### config.mk
export PLATFORM = sky130hd
export DESIGN_NAME = icache_refill_ctrl_flat
export DESIGN_NICKNAME = d
export VERILOG_FILES = /design/src/rtl/icache_pkg.sv /design/src/rtl/icache_refill_ctrl_if.sv /design/src/rtl/refill_beat_counter.sv /design/src/rtl/icache_refill_ctrl.sv /design/src/flat_wrapper.sv
export SDC_FILE = /design/constraint.sdc
export NUM_CORES = 1
export LEC_CHECK = 0
export ABC_AREA = 1
export CAP_MARGIN = 20
export CORE_MARGIN = 2
export CORE_UTILIZATION = 34
export CTS_CLUSTER_DIAMETER = 60
export CTS_CLUSTER_SIZE = 24
export DETAILED_ROUTE_END_ITERATION = 8
export PLACE_DENSITY_LB_ADDON = 0.15
export SLEW_MARGIN = 20
export SYNTH_ARGS = -nofsm -noshare
export SYNTH_HDL_FRONTEND = slang
export SYNTH_HIERARCHICAL = 1
export SYNTH_SLANG_ARGS = --single-unit
### constraint.sdc
create_clock -name clk_i -period 2.5 [get_ports clk_i]
set_clock_uncertainty 0.1 [all_clocks]
set_input_delay 0.25 -clock clk_i [delete_from_list [all_inputs] [get_ports clk_i]]
set_output_delay 0.25 -clock clk_i [all_outputs]
set_load 0.005 [all_outputs]
### src/rtl/icache_pkg.sv
// Shared types and constants for the instruction-cache refill path.
package icache_pkg;

    localparam int unsigned ICACHE_LINE_WORDS = 4;
    localparam int unsigned ICACHE_LINE_BYTES = ICACHE_LINE_WORDS * 4;

    typedef enum logic [1:0] {
        IDLE = 2'd0,
        REQ  = 2'd1,
        FILL = 2'd2,
        DONE = 2'd3
    } refill_state_t;

    // Mask of the byte-offset bits inside one cache line.
    function automatic int unsigned line_offset_mask(input int unsigned line_bytes);
        return line_bytes - 1;
    endfunction

endpackage

### src/rtl/icache_refill_ctrl_if.sv
// Burst-read channel between the refill controller and backing memory.
// Signal suffixes are from the controller's point of view.
interface icache_refill_ctrl_if #(
    parameter int ADDR_W = 32
);
    logic              mem_req_valid_o;
    logic              mem_req_ready_i;
    logic [ADDR_W-1:0] mem_addr_o;
    logic              mem_rsp_valid_i;
    logic [31:0]       mem_rsp_data_i;

    modport master (
        output mem_req_valid_o, mem_addr_o,
        input  mem_req_ready_i, mem_rsp_valid_i, mem_rsp_data_i
    );

    modport slave (
        input  mem_req_valid_o, mem_addr_o,
        output mem_req_ready_i, mem_rsp_valid_i, mem_rsp_data_i
    );
endinterface

### src/rtl/refill_beat_counter.sv
// Tracks the line slot for the current refill beat and flags the final beat.
// The slot index starts anywhere and wraps; a separate beat count drives last_o.
module refill_beat_counter #(
    parameter  int unsigned LINE_WORDS = 4,
    localparam int unsigned IDX_W      = $clog2(LINE_WORDS)
) (
    input  logic             clk_i,
    input  logic             reset_i,
    input  logic             load_i,
    input  logic [IDX_W-1:0] start_idx_i,
    input  logic             inc_i,
    output logic [IDX_W-1:0] idx_o,
    output logic             last_o
);
    logic [IDX_W-1:0] idx_q, idx_d;
    logic [IDX_W-1:0] cnt_q, cnt_d;

    // Load restarts a refill; each accepted beat advances slot and count together.
    always_comb begin
        // NOTE: every always_comb output gets a default first so no path can infer a latch.
        idx_d = idx_q;
        cnt_d = cnt_q;
        if (load_i) begin
            idx_d = start_idx_i;
            cnt_d = '0;
        end else if (inc_i) begin
            idx_d = idx_q + IDX_W'(1);
            cnt_d = cnt_q + IDX_W'(1);
        end
    end

    // Counter registers with synchronous reset.
    always_ff @(posedge clk_i) begin
        // NOTE: sequential state uses non-blocking assignments so all flops update together.
        if (reset_i) begin
            idx_q <= '0;
            cnt_q <= '0;
        end else begin
            idx_q <= idx_d;
            cnt_q <= cnt_d;
        end
    end

    assign idx_o  = idx_q;
    assign last_o = (cnt_q == IDX_W'(LINE_WORDS - 1));

endmodule

### src/rtl/icache_refill_ctrl.sv
// Instruction-cache miss handler: stalls fetch, issues one burst read,
// writes the returned words into the victim line, then commits tag/valid.
// Optional build macro ICACHE_CRITICAL_WORD_FIRST_EN starts the burst at the
// missed word instead of the line base.
module icache_refill_ctrl
    import icache_pkg::*;
#(
    parameter  int unsigned LINE_WORDS = ICACHE_LINE_WORDS,
    parameter  int unsigned ADDR_W     = 32,
    localparam int unsigned IDX_W      = $clog2(LINE_WORDS)
) (
    input  logic                      clk_i,
    input  logic                      reset_i,
    input  logic [ADDR_W-1:0]         pc_f_i,
    input  logic                      instr_miss_f_i,
    output logic                      stall_f_o,
    icache_refill_ctrl_if.master      mem_if,
    output logic                      fill_we_o,
    output logic [IDX_W-1:0]          fill_word_idx_o,
    output logic [31:0]               fill_data_o,
    output logic [ADDR_W-1:0]         refill_addr_o,
    output logic                      instr_cache_rep_en_o
);
    localparam int unsigned       WORD_BYTES = ICACHE_LINE_BYTES / ICACHE_LINE_WORDS;
    localparam logic [ADDR_W-1:0] OFFS_MASK  = ADDR_W'(line_offset_mask(LINE_WORDS * WORD_BYTES));

    refill_state_t     state_q, state_d;
    logic [ADDR_W-1:0] refill_addr_q, refill_addr_d;
    logic [ADDR_W-1:0] mem_addr_q, mem_addr_d;
    logic [ADDR_W-1:0] line_base;
    logic [ADDR_W-1:0] req_addr;
    logic [IDX_W-1:0]  start_idx;
    logic [IDX_W-1:0]  beat_idx;
    logic              last_beat;
    logic              load_beat;

    assign line_base = pc_f_i & ~OFFS_MASK;

`ifdef ICACHE_CRITICAL_WORD_FIRST_EN
    // Fetch the missed word first; the slot index wraps around the line.
    assign req_addr  = pc_f_i & ~ADDR_W'(3);
    assign start_idx = pc_f_i[2 +: IDX_W];
`else
    // Plain in-order burst from the line base.
    assign req_addr  = line_base;
    assign start_idx = '0;
`endif

    refill_beat_counter #(
        .LINE_WORDS (LINE_WORDS)
    ) u_beat_counter (
        .clk_i       (clk_i),
        .reset_i     (reset_i),
        .load_i      (load_beat),
        .start_idx_i (start_idx),
        .inc_i       (fill_we_o),
        .idx_o       (beat_idx),
        .last_o      (last_beat)
    );

    // Next-state and state-decoded outputs; addresses are captured only on miss acceptance.
    always_comb begin
        state_d              = state_q;
        refill_addr_d        = refill_addr_q;
        mem_addr_d           = mem_addr_q;
        load_beat            = 1'b0;
        stall_f_o            = 1'b1;
        mem_if.mem_req_valid_o = 1'b0;
        fill_we_o            = 1'b0;
        instr_cache_rep_en_o = 1'b0;

        unique case (state_q)
            IDLE: begin
                stall_f_o = instr_miss_f_i;
                if (instr_miss_f_i) begin
                    state_d       = REQ;
                    refill_addr_d = line_base;
                    mem_addr_d    = req_addr;
                    load_beat     = 1'b1;
                end
            end
            REQ: begin
                mem_if.mem_req_valid_o = 1'b1;
                if (mem_if.mem_req_ready_i) state_d = FILL;
            end
            FILL: begin
                if (mem_if.mem_rsp_valid_i) begin
                    fill_we_o = 1'b1;
                    if (last_beat) state_d = DONE;
                end
            end
            DONE: begin
                instr_cache_rep_en_o = 1'b1;
                state_d              = IDLE;
            end
            default: state_d = IDLE;
        endcase

        fill_word_idx_o = (state_q == FILL) ? beat_idx : '0;
        fill_data_o     = fill_we_o ? mem_if.mem_rsp_data_i : '0;
    end

    // State and latched address registers with synchronous reset.
    always_ff @(posedge clk_i) begin
        if (reset_i) begin
            state_q       <= IDLE;
            refill_addr_q <= '0;
            mem_addr_q    <= '0;
        end else begin
            state_q       <= state_d;
            refill_addr_q <= refill_addr_d;
            mem_addr_q    <= mem_addr_d;
        end
    end

    assign refill_addr_o     = refill_addr_q;
    assign mem_if.mem_addr_o = mem_addr_q;

endmodule
### src/flat_wrapper.sv
// flat-port wrapper written by rule: the top's interface ports become plain ports
module icache_refill_ctrl_flat import icache_pkg::*;
#(
    parameter  int unsigned LINE_WORDS = ICACHE_LINE_WORDS,
    parameter  int unsigned ADDR_W     = 32,
    localparam int unsigned IDX_W      = $clog2(LINE_WORDS)
)
  (clk_i, reset_i, pc_f_i, instr_miss_f_i, stall_f_o, fill_we_o, fill_word_idx_o, fill_data_o, refill_addr_o, instr_cache_rep_en_o, mem_if_mem_req_valid_o, mem_if_mem_addr_o, mem_if_mem_req_ready_i, mem_if_mem_rsp_valid_i, mem_if_mem_rsp_data_i);
  icache_refill_ctrl_if #(.ADDR_W(ADDR_W)) mem_if_i ();
  input  logic clk_i;
  input  logic reset_i;
  input  logic [ADDR_W-1:0] pc_f_i;
  input  logic instr_miss_f_i;
  output logic stall_f_o;
  output logic fill_we_o;
  output logic [IDX_W-1:0] fill_word_idx_o;
  output logic [31:0] fill_data_o;
  output logic [ADDR_W-1:0] refill_addr_o;
  output logic instr_cache_rep_en_o;
  output wire logic [$bits(mem_if_i.mem_req_valid_o)-1:0] mem_if_mem_req_valid_o;
  output wire logic [$bits(mem_if_i.mem_addr_o)-1:0] mem_if_mem_addr_o;
  input wire logic [$bits(mem_if_i.mem_req_ready_i)-1:0] mem_if_mem_req_ready_i;
  input wire logic [$bits(mem_if_i.mem_rsp_valid_i)-1:0] mem_if_mem_rsp_valid_i;
  input wire logic [$bits(mem_if_i.mem_rsp_data_i)-1:0] mem_if_mem_rsp_data_i;
  assign mem_if_mem_req_valid_o = mem_if_i.mem_req_valid_o;
  assign mem_if_mem_addr_o = mem_if_i.mem_addr_o;
  assign mem_if_i.mem_req_ready_i = mem_if_mem_req_ready_i;
  assign mem_if_i.mem_rsp_valid_i = mem_if_mem_rsp_valid_i;
  assign mem_if_i.mem_rsp_data_i = mem_if_mem_rsp_data_i;
  icache_refill_ctrl #(.LINE_WORDS(LINE_WORDS), .ADDR_W(ADDR_W)) u_core (.clk_i(clk_i), .reset_i(reset_i), .pc_f_i(pc_f_i), .instr_miss_f_i(instr_miss_f_i), .stall_f_o(stall_f_o), .mem_if(mem_if_i), .fill_we_o(fill_we_o), .fill_word_idx_o(fill_word_idx_o), .fill_data_o(fill_data_o), .refill_addr_o(refill_addr_o), .instr_cache_rep_en_o(instr_cache_rep_en_o));
endmodule
# Word level (Yosys, flattened, before mapping)
# Cells that the tools add are included.
[word_totals]
regBits = 34
latchBits = 0
ram_bits = 0
romBits = 0
inputBits = 69
output_inout_bits = 102
word_cells = 32
n_memories = 0
[op_classes]
addsub = 2
n_mul = 0
n_div = 0
magnitude_cmp = 0
n_eq_ne = 8
shifts = 0
mux = 14
n_bitwise = 0
reduce_logical = 4
[ops]
columns = ["op", "count"]
rows = [
  ["$mux 32", 1],
  ["$mux 2", 5],
  ["$pmux 2 s4", 1],
  ["$mux 1", 7],
  ["$eq 2x2->1 const B", 3],
  ["$ne 2x2->1 const B", 3],
  ["$add 2x1->2 const B", 2],
  ["$reduce_and 4->1", 1],
  ["$eq 2x1->1 const B", 1],
  ["$logic_not 2->1", 1],
  ["$ne 2x1->1 const B", 1],
  ["$reduce_and 2->1", 1],
  ["$reduce_or 2->1", 1],
]

# Logic depth before layout (Yosys ltp)
# Gate-level depths: netlist of the first run.
[depth]
ltp_word = 4
ltp_mapped = 10
ltp_nobuf = 9

# Modules after synthesis
# Netlist of the first run, hierarchy kept.
[by_module_without_submodules]
columns = ["module", "n_inst", "cells_per_inst", "area_each_um2", "seq_area_each_um2"]
rows = [
  ["icache_refill_ctrl", 1, 259, 1724.2, 600.6],
  ["refill_beat_counter", 1, 26, 188.9, 80.1],
]

# Worst setup path before layout of the first run
# Ideal clock, no wire load.
[synth_path]
kind = "reg2reg"
from = "register u_core.state_q[0]"
to = "register u_core.u_beat_counter.idx_q[1] (netlist: u_core/u_beat_counter/idx_o[1])"
setup_ns = 0.113
t_arrival_ns = 1.332
required_ns = 2.287
setup_slack_ns = 0.956
stages_incl_launch_ff = 10
n_path_buf = 1
path_cell_list = "dfxtp_1 inv_1 ha_1 nand2_1 buf_2 inv_1 nand2_1 nand2_1 nor2_1 nor2_1"
[synth_rtl]
columns = ["element", "line", "rtl"]
rows = [
  ["from (decl)", "icache_refill_ctrl.sv:27", "refill_state_t state_q, state_d;"],
  ["from (signal assigned)", "icache_refill_ctrl.sv:110", "state_q <= state_d;"],
  ["$eq 2x2->1", "icache_refill_ctrl.sv:72", "unique case (state_q)"],
  ["$mux 1", "icache_refill_ctrl.sv:72", ""],
  ["named net fill_we_o", "flat_wrapper.sv:15", "output logic fill_we_o;"],
  ["to (signal assigned)", "refill_beat_counter.sv:39", "idx_q <= idx_d;"],
  ["to (decl)", "refill_beat_counter.sv:15", "logic [IDX_W-1:0] idx_q, idx_d;"],
]
# The timed path passes the listed nets, and every way through them passes these cells.
# A chain may end at the register's enable or synchronous reset.

# Final worst setup path of the first run
[layout_path]
from = "register u_core.state_q[0]"
to = "output port fill_data_o[18]"
[layout_via]
elab_chain_len = 3
[layout_lines]
columns = ["element", "line", "rtl"]
rows = [
  ["$eq 2x2->1", "icache_refill_ctrl.sv:72", ""],
  ["$mux 1", "icache_refill_ctrl.sv:72", ""],
  ["$mux 32", "icache_refill_ctrl.sv:100", "fill_data_o = fill_we_o ? mem_if.mem_rsp_data_i : '0;"],
  ["to (decl)", "flat_wrapper.sv:17", "output logic [31:0] fill_data_o;"],
]
# No other way between the ends.

==> results of run 1 <==
-- metrics by stage --
stage | hold WS [ns] | setup WS (ns)
final | 0.403 | 0.220
after global routing | 0.426 | 0.00567
after CTS | 0.408 | 0.184
after detailed placement | 0.398 | 0.471
after global placement | 0.390 | 0.489
after floorplan | 0.219 | 0.956
-- power by group --
group / total [mW] / internal, mW / switching, mW
combinational: 1.22 / 0.743 / 0.481
sequential: 0.801 / 0.692 / 0.109
clock: 0.479 / 0.298 / 0.181
-- registers in the layout, summed over array words and instances, names as in the netlist --
name	count
u_core/refill_addr_o	28
u_core/u_beat_counter/idx_o	2
u_core/u_beat_counter/cnt_q	2
u_core/state_q	2
-- cell type report --
type | instances | share of cell area
Clock buffer | 7 | 0.0225
Clock inverter | 1 | 0.00886
Inverter | 46 | 0.0510
Multi-Input combinational cell | 166 | 0.215
Sequential cell | 34 | 0.201
Tap cell | 72 | 0.0266
Timing Repair Buffer | 162 | 0.476
-- critical path, cell delays in order, from the launching register on --
cell and delay (ns):
dfxtp_1 0.33, inv_1 0.10, ha_1 0.26, nand2_1 0.09
buf_4 0.23, nor2_1 0.12, clkdlybuf4s50_1 0.51
-- metal layers --
metal  vias to the layer above  wire (um)  GRT usage
li1                       1052          -          -
met1                       863       2120      0.174
met2                       100       2550      0.296
met3                         2        627     0.0614
met4                         0         23     0.0431
met5                         -          0          0
-- kinds of logic after synthesis --
family	Yosys count	share of synthesized area
and+or+nand+nor	119	0.242
buffers and inverters	94	0.282
DFF	34	0.356
AOI/OAI and AO/OA	31	0.0811
adders and majority gates	5	0.0327
xor gates and xnor gates	1	0.00458
other	1	0.00196
-- worst paths after layout --
path | to | slack [ns] | cells after the start
worst max-delay path | fill_data_o[18] | 0.22 | 6
worst max register to register | u_core/refill_addr_o[25] | 0.91 | 7
worst min register to register | u_core/refill_addr_o[30] | 0.40 | 2
worst min-delay path | u_core/refill_addr_o[30] | 0.40 | 2
-- placed cells by master (no fill, tap or decap), types with 2 or more instances in the layout --
cell type,instances
clkdlybuf4s50_1,158
dfxtp_1,34
clkbuf_8,5
ha_1,5
a21oi_1,2
nand2_1,16
nand3_1,2
nor2_1,97
inv_1,45
o21ai_0,9
conb_1,10
o21ai_1,20
clkbuf_1,2
buf_4,4
nand4_1,2
==> impl_results.md, run 1 <==
* CTS H-Tree Depth at 2
* Final Wtd Congestion at 0.755
* Initial Util at 0.350
* Post-synth EDFFs at 0
* First-pass GRT wire length at between 8 and 9 mm
* Clock slew at the register clock pins of the worst setup and hold paths at about 0.070 ns
* Largest net degree at the start of global routing at 33
* FFs w/ async S/R, synth at 0
* Final wirelength at roughly 5.3 mm
* Synthesis Warnings at 6
* Final nets at between 400 and 500
* Die H at 79.0 um
* Synth Area per Inst at 6.71 sq um
* Worst Tran Pin Value at approximately 0.50 ns
* Max frequency at 439 MHz
* Slew Viols, Final at 0
* # rows at 27
* Layout Utilization at 0.619
* Final setup TNS at 0 ns
* Leading area contributor after synthesis: dfxtp_1
* Max-cap viol count at 0
* Chip Width at 79.0 um
* Slew margin rel. at 0.667
* Post-Layout Cell Count at about 490
* Routed via count at about 2000
* Mapped Area at 0.00191 sq mm
* I/O pins at 171
* I/O Buffers at ~160
* CTS Buf Count at 5
* GRT Total Usage at 0.162
* Critical Path RT at 2.15 ns
* Diode count at 0
* WL/cell at 10.9 um
* Register area share after synthesis at 0.356
* Peak VDD IR at 0.423 mV
* RSZ-0062 raised after global routing: false
* Worst-Skew Late Latency at 0.27 ns
* Top cells by count, synth: nor2_1 (97), inv_1 (45), buf_4 (36)
* Vias/cell at 4.13
* Top-count cell post-synth: nor2_1
* Post_cts resized at 0
* Critical Path AT at 1.93 ns
* Min-delay src: u_core/refill_addr_o[30]
* Outcome: complete, no violations
* Endpoint type of the worst setup path: output pin
* CTS tree: built
* Antenna violation net count after detailed routing at 0
* CP Max Fanout at 32
* Synth top area cells: dfxtp_1 (36%), nor2_1 (19%), buf_4 (14%), inv_1 (8.8%), o21ai_1 (5.2%)
* DP Area at 0.00328 sq mm
* Synth Flop Type: dfxtp_1
* Layout cell share with drive strength beyond 1 at 0.0313
* Vias in the first global route at 1810
* Part of the cycle the worst path needs at 0.912
* DIE AREA at 0.00624 sq mm
* Worst setup SP type: register
* Cells after Synth at 285
* Initial antenna violation count at 0
* Setup violations, final at 0
* Crit Reg-Reg Startpoint: u_core/state_q[1]
* Tot Pwr at ~2.5 mW
* Final hold violation count at 0
* Netlist cell types at 20
* Pre-antenna DRT Iters at 4
* Seq. cell area at 681 sq um
* Grt total ovfl at 0
* Setup Buffers After CTS at 0
* DP HPWL at between 4 and 5 mm
* Clock tree sinks at 34
* Post-synth top area share at 0.356
* WS Path Type: register to output pin
* Register bit total from synthesis at 34
* CP Launch Point: u_core/state_q[0]
* CTS Hold Bufs at 0
* Filler Cells Inserted at 526
* Root buffer cell: clkbuf_8
* Cells after DPL at 480
* Pwr Density at 739 mW/mm^2
* Final instance area at 0.00339 sq mm
* Multi-input gate area at 727 sq um
* P&R area growth vs syn at 77.1%
* Residual DRC at 0
* Leak pwr at 1.53 nW
* Area of the core at around 0.0055 sq mm
* Fin crit period at 2.28 ns
* Longest Clk Path Bufs at 2
* Worst Hold Class: register to register
* Initial DRC count at between 50 and 60
Note: power is estimated with default switching activity, not from simulation.
==> run 2, diff against run 1 <==
- CAP_MARGIN: 20 -> unset
- SLEW_MARGIN: 20 -> unset
==> results of run 2 <==
No change in the layout: final DEF, timing and power equal those of run 1.
